$ cat src/rtl/mu_arbiter.sv
// rtl/mu_arbiter.sv - two-requester round-robin arbiter for the MemoryUnit start/busy port
// Buffers one request per requester and serialises them onto the single MemoryUnit port.
module mu_arbiter #(
  parameter int ADDR_W = 27,
  parameter int DATA_W = 32
) (
  input  logic              clk,
  input  logic              nreset,
  input  logic [ADDR_W-1:0] r0_address,
  input  logic [DATA_W-1:0] r0_data,
  input  logic              r0_we,
  input  logic              r0_start,
  output logic              r0_busy,
  output logic [DATA_W-1:0] r0_q,
  input  logic [ADDR_W-1:0] r1_address,
  input  logic [DATA_W-1:0] r1_data,
  input  logic              r1_we,
  input  logic              r1_start,
  output logic              r1_busy,
  output logic [DATA_W-1:0] r1_q,
  output logic [ADDR_W-1:0] mu_address,
  output logic [DATA_W-1:0] mu_data,
  output logic              mu_we,
  output logic              mu_start,
  input  logic              mu_busy,
  input  logic [DATA_W-1:0] mu_q
);

  typedef enum logic [1:0] {IDLE, ISSUE, WAIT_DONE} state_t;

  state_t                 state_q, state_d;
  logic [1:0]             pend_q, pend_d;
  logic [1:0]             busy_q, busy_d;
  logic [1:0][ADDR_W-1:0] addr_q, addr_d;
  logic [1:0][DATA_W-1:0] data_q, data_d;
  logic [1:0]             we_q, we_d;
  logic [1:0][DATA_W-1:0] rq_q, rq_d;
  logic                   grant_q, grant_d;
  logic                   prio_q, prio_d;
  logic [ADDR_W-1:0]      mu_address_q, mu_address_d;
  logic [DATA_W-1:0]      mu_data_q, mu_data_d;
  logic                   mu_we_q, mu_we_d;
  logic                   mu_start_q, mu_start_d;

  logic [1:0]             req_start;
  logic [1:0]             req_we;
  logic [1:0][ADDR_W-1:0] req_addr;
  logic [1:0][DATA_W-1:0] req_data;
  logic                   win;
  logic                   in_srv_d;

  assign req_start = {r1_start, r0_start};
  assign req_we    = {r1_we, r0_we};
  assign req_addr  = {r1_address, r0_address};
  assign req_data  = {r1_data, r0_data};

  always_comb begin
    state_d      = state_q;
    pend_d       = pend_q;
    addr_d       = addr_q;
    data_d       = data_q;
    we_d         = we_q;
    rq_d         = rq_q;
    grant_d      = grant_q;
    prio_d       = prio_q;
    mu_address_d = mu_address_q;
    mu_data_d    = mu_data_q;
    mu_we_d      = mu_we_q;
    mu_start_d   = mu_start_q;
    win          = 1'b0;

    case (state_q)
      IDLE: begin
        if (|pend_q) begin
          win          = (&pend_q) ? prio_q : pend_q[1];
          grant_d      = win;
          mu_address_d = addr_q[win];
          mu_data_d    = data_q[win];
          mu_we_d      = we_q[win];
          pend_d[win]  = 1'b0;
          mu_start_d   = 1'b1;
          state_d      = ISSUE;
        end
      end
      ISSUE: begin
        if (mu_busy) begin
          mu_start_d = 1'b0;
          state_d    = WAIT_DONE;
        end
      end
      WAIT_DONE: begin
        if (!mu_busy) begin
          if (!mu_we_q) begin
            rq_d[grant_q] = mu_q;
          end
          prio_d  = ~grant_q;
          state_d = IDLE;
        end
      end
      default: state_d = IDLE;
    endcase

    // A start is only accepted while the requester is fully idle; busy_q covers pend and service.
    for (int n = 0; n < 2; n++) begin
      if (req_start[n] && !busy_q[n]) begin
        pend_d[n] = 1'b1;
        addr_d[n] = req_addr[n];
        data_d[n] = req_data[n];
        we_d[n]   = req_we[n];
      end
    end

    in_srv_d = (state_d != IDLE);
    busy_d   = pend_d | ({grant_d, ~grant_d} & {2{in_srv_d}});
  end

  always_ff @(posedge clk or negedge nreset) begin
    if (!nreset) begin
      state_q      <= IDLE;
      pend_q       <= '0;
      busy_q       <= '0;
      addr_q       <= '0;
      data_q       <= '0;
      we_q         <= '0;
      rq_q         <= '0;
      grant_q      <= 1'b0;
      prio_q       <= 1'b0;
      mu_address_q <= '0;
      mu_data_q    <= '0;
      mu_we_q      <= 1'b0;
      mu_start_q   <= 1'b0;
    end else begin
      state_q      <= state_d;
      pend_q       <= pend_d;
      busy_q       <= busy_d;
      addr_q       <= addr_d;
      data_q       <= data_d;
      we_q         <= we_d;
      rq_q         <= rq_d;
      grant_q      <= grant_d;
      prio_q       <= prio_d;
      mu_address_q <= mu_address_d;
      mu_data_q    <= mu_data_d;
      mu_we_q      <= mu_we_d;
      mu_start_q   <= mu_start_d;
    end
  end

  assign r0_busy    = busy_q[0];
  assign r1_busy    = busy_q[1];
  assign r0_q       = rq_q[0];
  assign r1_q       = rq_q[1];
  assign mu_address = mu_address_q;
  assign mu_data    = mu_data_q;
  assign mu_we      = mu_we_q;
  assign mu_start   = mu_start_q;

endmodule

$ cat config.mk
export PLATFORM = sky130hd
export DESIGN_NAME = mu_arbiter
export DESIGN_NICKNAME = d
export VERILOG_FILES = /design/src/rtl/mu_arbiter.sv
export SDC_FILE = /design/constraint.sdc
export NUM_CORES = 1
export LEC_CHECK = 0
export CAP_MARGIN = 20
export CORE_MARGIN = 4
export CORE_UTILIZATION = 52
export DETAILED_ROUTE_END_ITERATION = 10
export HOLD_SLACK_MARGIN = 0.05
export MAX_ROUTING_LAYER = met4
export PLACE_DENSITY_LB_ADDON = 0.1
export SKIP_CTS_REPAIR_TIMING = 1
export SLEW_MARGIN = 0
export SYNTH_ARGS = -nofsm -noshare
export SYNTH_HDL_FRONTEND = slang
export SYNTH_SLANG_ARGS = --single-unit
$ cat constraint.sdc
create_clock -name clk -period 3.9 [get_ports clk]
set_input_delay 0.39 -clock clk [delete_from_list [all_inputs] [get_ports clk]]
set_output_delay 0.39 -clock clk [all_outputs]
set_load 0.05 [all_outputs]
==> results of run 1 <==
## through the flow
| step | instances | cell area (um2) | hold WS, ps | power [W] | utilization (%) |
|---|---|---|---|---|---|
| detailed placement | 1389 | 13240 | 429.1 | 0.01152 | 69.63 |
| floorplan | 903 | 10200 | 94.41 | 0.009132 | - |
| global route | 1436 | 14110 | 381.6 | 0.01470 | 74.18 |
| CTS | 1434 | 14100 | -110.6 | 0.01401 | 74.12 |
| finish | 1436 | 14110 | 402.1 | 0.01391 | 74.18 |
| global placement | 1389 | 13240 | 429.4 | 0.01134 | 69.63 |
## report_power, final
group | internal (W) | leakage (nW) | switching (W)
Clock | 0.00146 | 0.428 | 0.000990
Sequential | 0.00393 | 3.04 | 0.000801
Combinational | 0.00240 | 2.65 | 0.00433
Total | 0.00779 | 6.12 | 0.00612
## cell families after synthesis
family,Yosys count,share of synthesized area (%)
buffers and inverters,76,3.103
AO/OA/AOI/OAI,191,10.31
multiplexers,124,13.69
flip-flops,253,62.06
AND/OR/NAND/NOR,259,10.84
## metal layers
layer	up-vias	track usage, %
li1	3656	-
met1	3944	32.89
met2	328	43.78
met3	59	4.692
met4	0	8.083
met5	-	-
## path summary, 6_finish.rpt
check	end	slack, ps	depth (start not counted)
max in group asynchronous	addr_q[20]	2360	3
hold reg to reg	addr_q[31]	470	2
hold / removal	addr_q[48]	400	3
setup reg to reg	mu_address[5]	1750	3
min in group asynchronous	r0_q[20]	430	2
setup / recovery	r1_busy	1690	1
## final cells by class
| class | instances | area (um2) |
|---|---|---|
| flip-flops and latches | 253 | 6332 |
| fillers | 1365 | 4910 |
| multi-input cells | 574 | 3591 |
| repair buffers | 300 | 2993 |
| clock buffers | 38 | 787.0 |
| well taps | 260 | 325.3 |
| clock inverters | 7 | 66.31 |
| inverters | 3 | 11.26 |
| diodes | 1 | 2.502 |
## registers in the layout (all words and copies together), names as in the netlist
register,count
data_q,64
addr_q,54
mu_data,32
r0_q,32
r1_q,32
mu_address,27
busy_q,2
pend_q,2
state_q,2
we_q,2
grant_q,1
mu_start,1
mu_we,1
prio_q,1
## Yosys cell counts, drive strengths merged, types with 3 or more instances
cell type,instances,area [um2]
a21oi,62,310.3
o21ai,62,310.3
nand3,60,300.3
a31oi,60,375.4
inv,3,11.26
dfrtp,253,6331
mux2,124,1396
nand2,183,686.9
nand2b,4,25.02
buf,19,102.6
nor2b,3,18.77
clkbuf,54,202.7
==> reports/metrics.csv, run 1 <==
metric,value,unit
worst-path maximum fanout,3,
PwrDens,986.1,mW/mm2
crit path launch,busy_q[1],
asr flop ratio synth,100.0,%
"Distinct cells, synth",28,
Die Footprint,0.02192,mm2
Layout Nets,1316,
post-layout min period,2209,ps
Via-to-Cell Ratio,5.562,
Avg Inst Size Synth,11.30,um2
GRT Total Usage,26.17,%
Initial Utilization,53.64,%
initial drt markers,406,
die width,148.1,um
"commonest cells after routing, fill and taps aside","clkdlybuf4s50_1 (282), dfrtp_1 (252), nand2_1 (183)",
RSZ-0062 raised after global routing,no,
CP bufs+invs,1,
critical-path cell list,clkdlybuf4s50_1,
"Reg clk slew, reported paths",60,ps
Fin Setup TNS,0,ps
Overflow after GRT,0,
Critical Path End Type,primary output,
DIE HEIGHT,148.1,um
top sig layer,met4,
syn_nets,1060,
Final Setup Violations,0,
clk_skew,11.27,ps
Slew @ Worst Pin,1011,ps
CTS max path bufs,3,
final setup margin,1691,ps
WS Path Type,reg -> out,
initial antenna violation count,1,
drt pass-1 iters,5,
CTS tree,done,
sequential cell area fraction in the yosys report,62.06,%
share of cells above drive strength 1,13.87,%
DR DRC count,0,
status,"finished, final reports clean",
Final Hold Viols,0,
largest net degree at the start of global routing,86,
Synth Flop Type,dfrtp_1,
WL met1,11270,um
Lkg Pwr,6.117,nW
"EDFF count, synth",0,
Num CTS Buffers,27,
placement row count,50,
# clock sinks,253,
setup slack at placement,1457,ps
input/output buffers,283,
global-route wire length before repair,44880,um
CP max stage delay,840,ps
max-cap violation count,0,
"flops & latches, synth",253,
crit share post-route,56.65,%
H-tree Lvls,1,
synth warn,0,
routed vias,7987,
"delay-heaviest family, CP",buffers and inverters,
Crit path required time,3510,ps
max_slew headroom,32.49,%
GPL Wtd Cong,0.7936,
DRT Wirelength,28050,um
Ports,284,
Routed met2 length,13820,um
synthesis-to-finish area growth,38.29,%
IR Drop Worst-Case VDD,565.6,uV
vias in the first global route,8359,
worst r2r src,pend_q[1],
Mapped Cells,903,
Critical Path Source Type,register,
path type of the worst min-delay path,in -> reg,
WL met3,2085,um
hpwl dp,18650,um
cell area after synthesis,0.01020,mm2
hold_sp,r1_address[21],
Fmax achieved,452.7,MHz
Root Buffer,clkbuf_16,
Core Region,0.01902,mm2
Critical Path AT,1820,ps
Wirelength per Cell,19.53,um
max-slew violations,0,
CP max-delay cell,clkdlybuf4s50_1,
"commonest non-fill, non-tap cell in the layout",clkdlybuf4s50_1,
Skew-Pair Late Insertion Delay,520,ps
Detail Route Antenna Nets,0,
Power figures use the tool's default switching activity.
==> inputs of run 2 (changes only) <==
--- a/config.mk
+++ b/config.mk
@@ -7,7 +7,7 @@
 export LEC_CHECK = 0
 export CAP_MARGIN = 20
 export CORE_MARGIN = 4
-export CORE_UTILIZATION = 52
+export CORE_UTILIZATION = 43
 export DETAILED_ROUTE_END_ITERATION = 10
 export HOLD_SLACK_MARGIN = 0.05
 export MAX_ROUTING_LAYER = met4
==> constraint.sdc (replaced) <==
create_clock -name clk -period 1.8 [get_ports clk]
set_input_delay 0.18 -clock clk [delete_from_list [all_inputs] [get_ports clk]]
set_output_delay 0.18 -clock clk [all_outputs]
set_load 0.05 [all_outputs]
==> reports/metrics.csv, run 2 (synthesis results as in run 1) <==
metric,value,unit
Num CTS Buffers,27,
"commonest non-fill, non-tap cell in the layout",dfrtp_1,
placed cell area,0.01360,mm2
max-slew violations,0,
vias in the first global route,8365,
Final Instance Area,0.01480,mm2
Detail Route Antenna Nets,0,
Critical Path AT,2040,ps
Critical Path End Type,register,
CP max-delay cell,dfrtp_1,
hpwl dp,19590,um
largest net degree at the start of global routing,51,
DR DRC count,0,
Initial Utilization,43.59,%
Overall Power,0.03087,W
critical-path cell list,"nand2b_1, nor4_4, buf_12, mux2_2",
Layout Nets,1337,
IR Drop Worst-Case VDD,1006,uV
CP max stage delay,480,ps
Overflow after GRT,0,
Final Setup Violations,0,
DRT Wirelength,29670,um
initial drt markers,484,
max-cap violation count,0,
register with the most flip-flops,data_q,
max_slew headroom,63.04,%
Ports,284,
RSZ-0062 raised after global routing,no,
R2R cell count,4,
"Reg clk slew, reported paths",60,ps
biggest regs,"data_q (64), addr_q (54)",
H-tree Lvls,1,
CTS tree,done,
Wirelength per Cell,19.53,um
PwrDens,2086,mW/mm2
input/output buffers,283,
placement row count,56,
global-route wire length before repair,47130,um
ANT cells,0,
WS Path Type,reg -> reg,
Core Region,0.02340,mm2
Slew @ Worst Pin,553.6,ps
Lkg Pwr,7.497,nW
status,"finished, final reports clean",
# clock sinks,253,
GRT Total Usage,23.11,%
CTS max path bufs,3,
routed vias,8015,
Via-to-Cell Ratio,5.276,
Critical Path Source Type,register,
die width,162.0,um
synthesis-to-finish area growth,45.04,%
worst-path maximum fanout,32,
share of cells above drive strength 1,17.17,%
initial antenna violation count,0,
CP bufs+invs,1,
"commonest cells after routing, fill and taps aside","dfrtp_1 (252), nand2_1 (183), clkdlybuf4s50_1 (155)",
Cells after DPL,1469,
clk_skew,4.083,ps
crit share post-route,91.12,%
Skew-Pair Late Insertion Delay,520,ps
drt pass-1 iters,4,
DIE HEIGHT,162.0,um
"delay-heaviest family, CP",flip-flops,
Finished Layout Cells,1519,
Crit path required time,2200,ps
GPL Wtd Cong,0.7703,
hold slack,152.0,ps
max reg flops,64,
Fmax achieved,609.7,MHz
post-layout min period,1640,ps
Final Hold Viols,0,
fillcell total,1920,
path type of the worst min-delay path,in -> async,
Sequential Area,0.006332,mm2
Root Buffer,clkbuf_16,
Die Footprint,0.02626,mm2
Fin Setup TNS,0,ps
footprint of the multi-input gates,0.003591,mm2
Crit path depth,4,
==> run 2: power by group <==
| part | total, W | internal (W) | leakage (nW) | switching [W] |
|---|---|---|---|---|
| Clock | 0.00558 | 0.00338 | 0.457 | 0.00220 |
| Combinational | 0.0153 | 0.00550 | 4.00 | 0.00982 |
| Sequential | 0.00997 | 0.00850 | 3.04 | 0.00147 |
| Total | 0.0309 | 0.0174 | 7.50 | 0.0135 |
==> run 2: per-stage QoR <==
stage	utilization, %	setup WS, ps
floorplan	-	109.5
global placement	58.13	17.54
detailed placement	58.13	-8.325
CTS	62.02	-141.0
global route	63.23	99.04
finish	63.23	159.8
==> run 2: layer usage <==
metal	part of all wire, %	wire length (um)	global-route usage (%)
met5	0	0	-
met4	2.0	586	4.960
met1	44	13200	31.37
met2	47	13980	36.64
met3	6.4	1900	4.618
==> run 2: cell type report <==
type	count	share of cell area [%]
clock buffer	43	5.783
clock inverter	6	0.3720
inverter	3	0.07610
multi-input combinational	574	24.27
sequential	253	42.79
tap	319	2.697
timing repair buffer	321	24.01
==> run 2: path summary, 6_finish.rpt <==
check	end	slack, ps	start
max	r0_q[12]	160	state_q[1]
min	r1_q[19]	150	nreset
max reg2reg	r0_q[12]	160	state_q[1]
min reg2reg	data_q[39]	480	data_q[39]
max in group asynchronous	addr_q[21]	950	nreset
min in group clk	data_q[41]	180	r1_data[9]
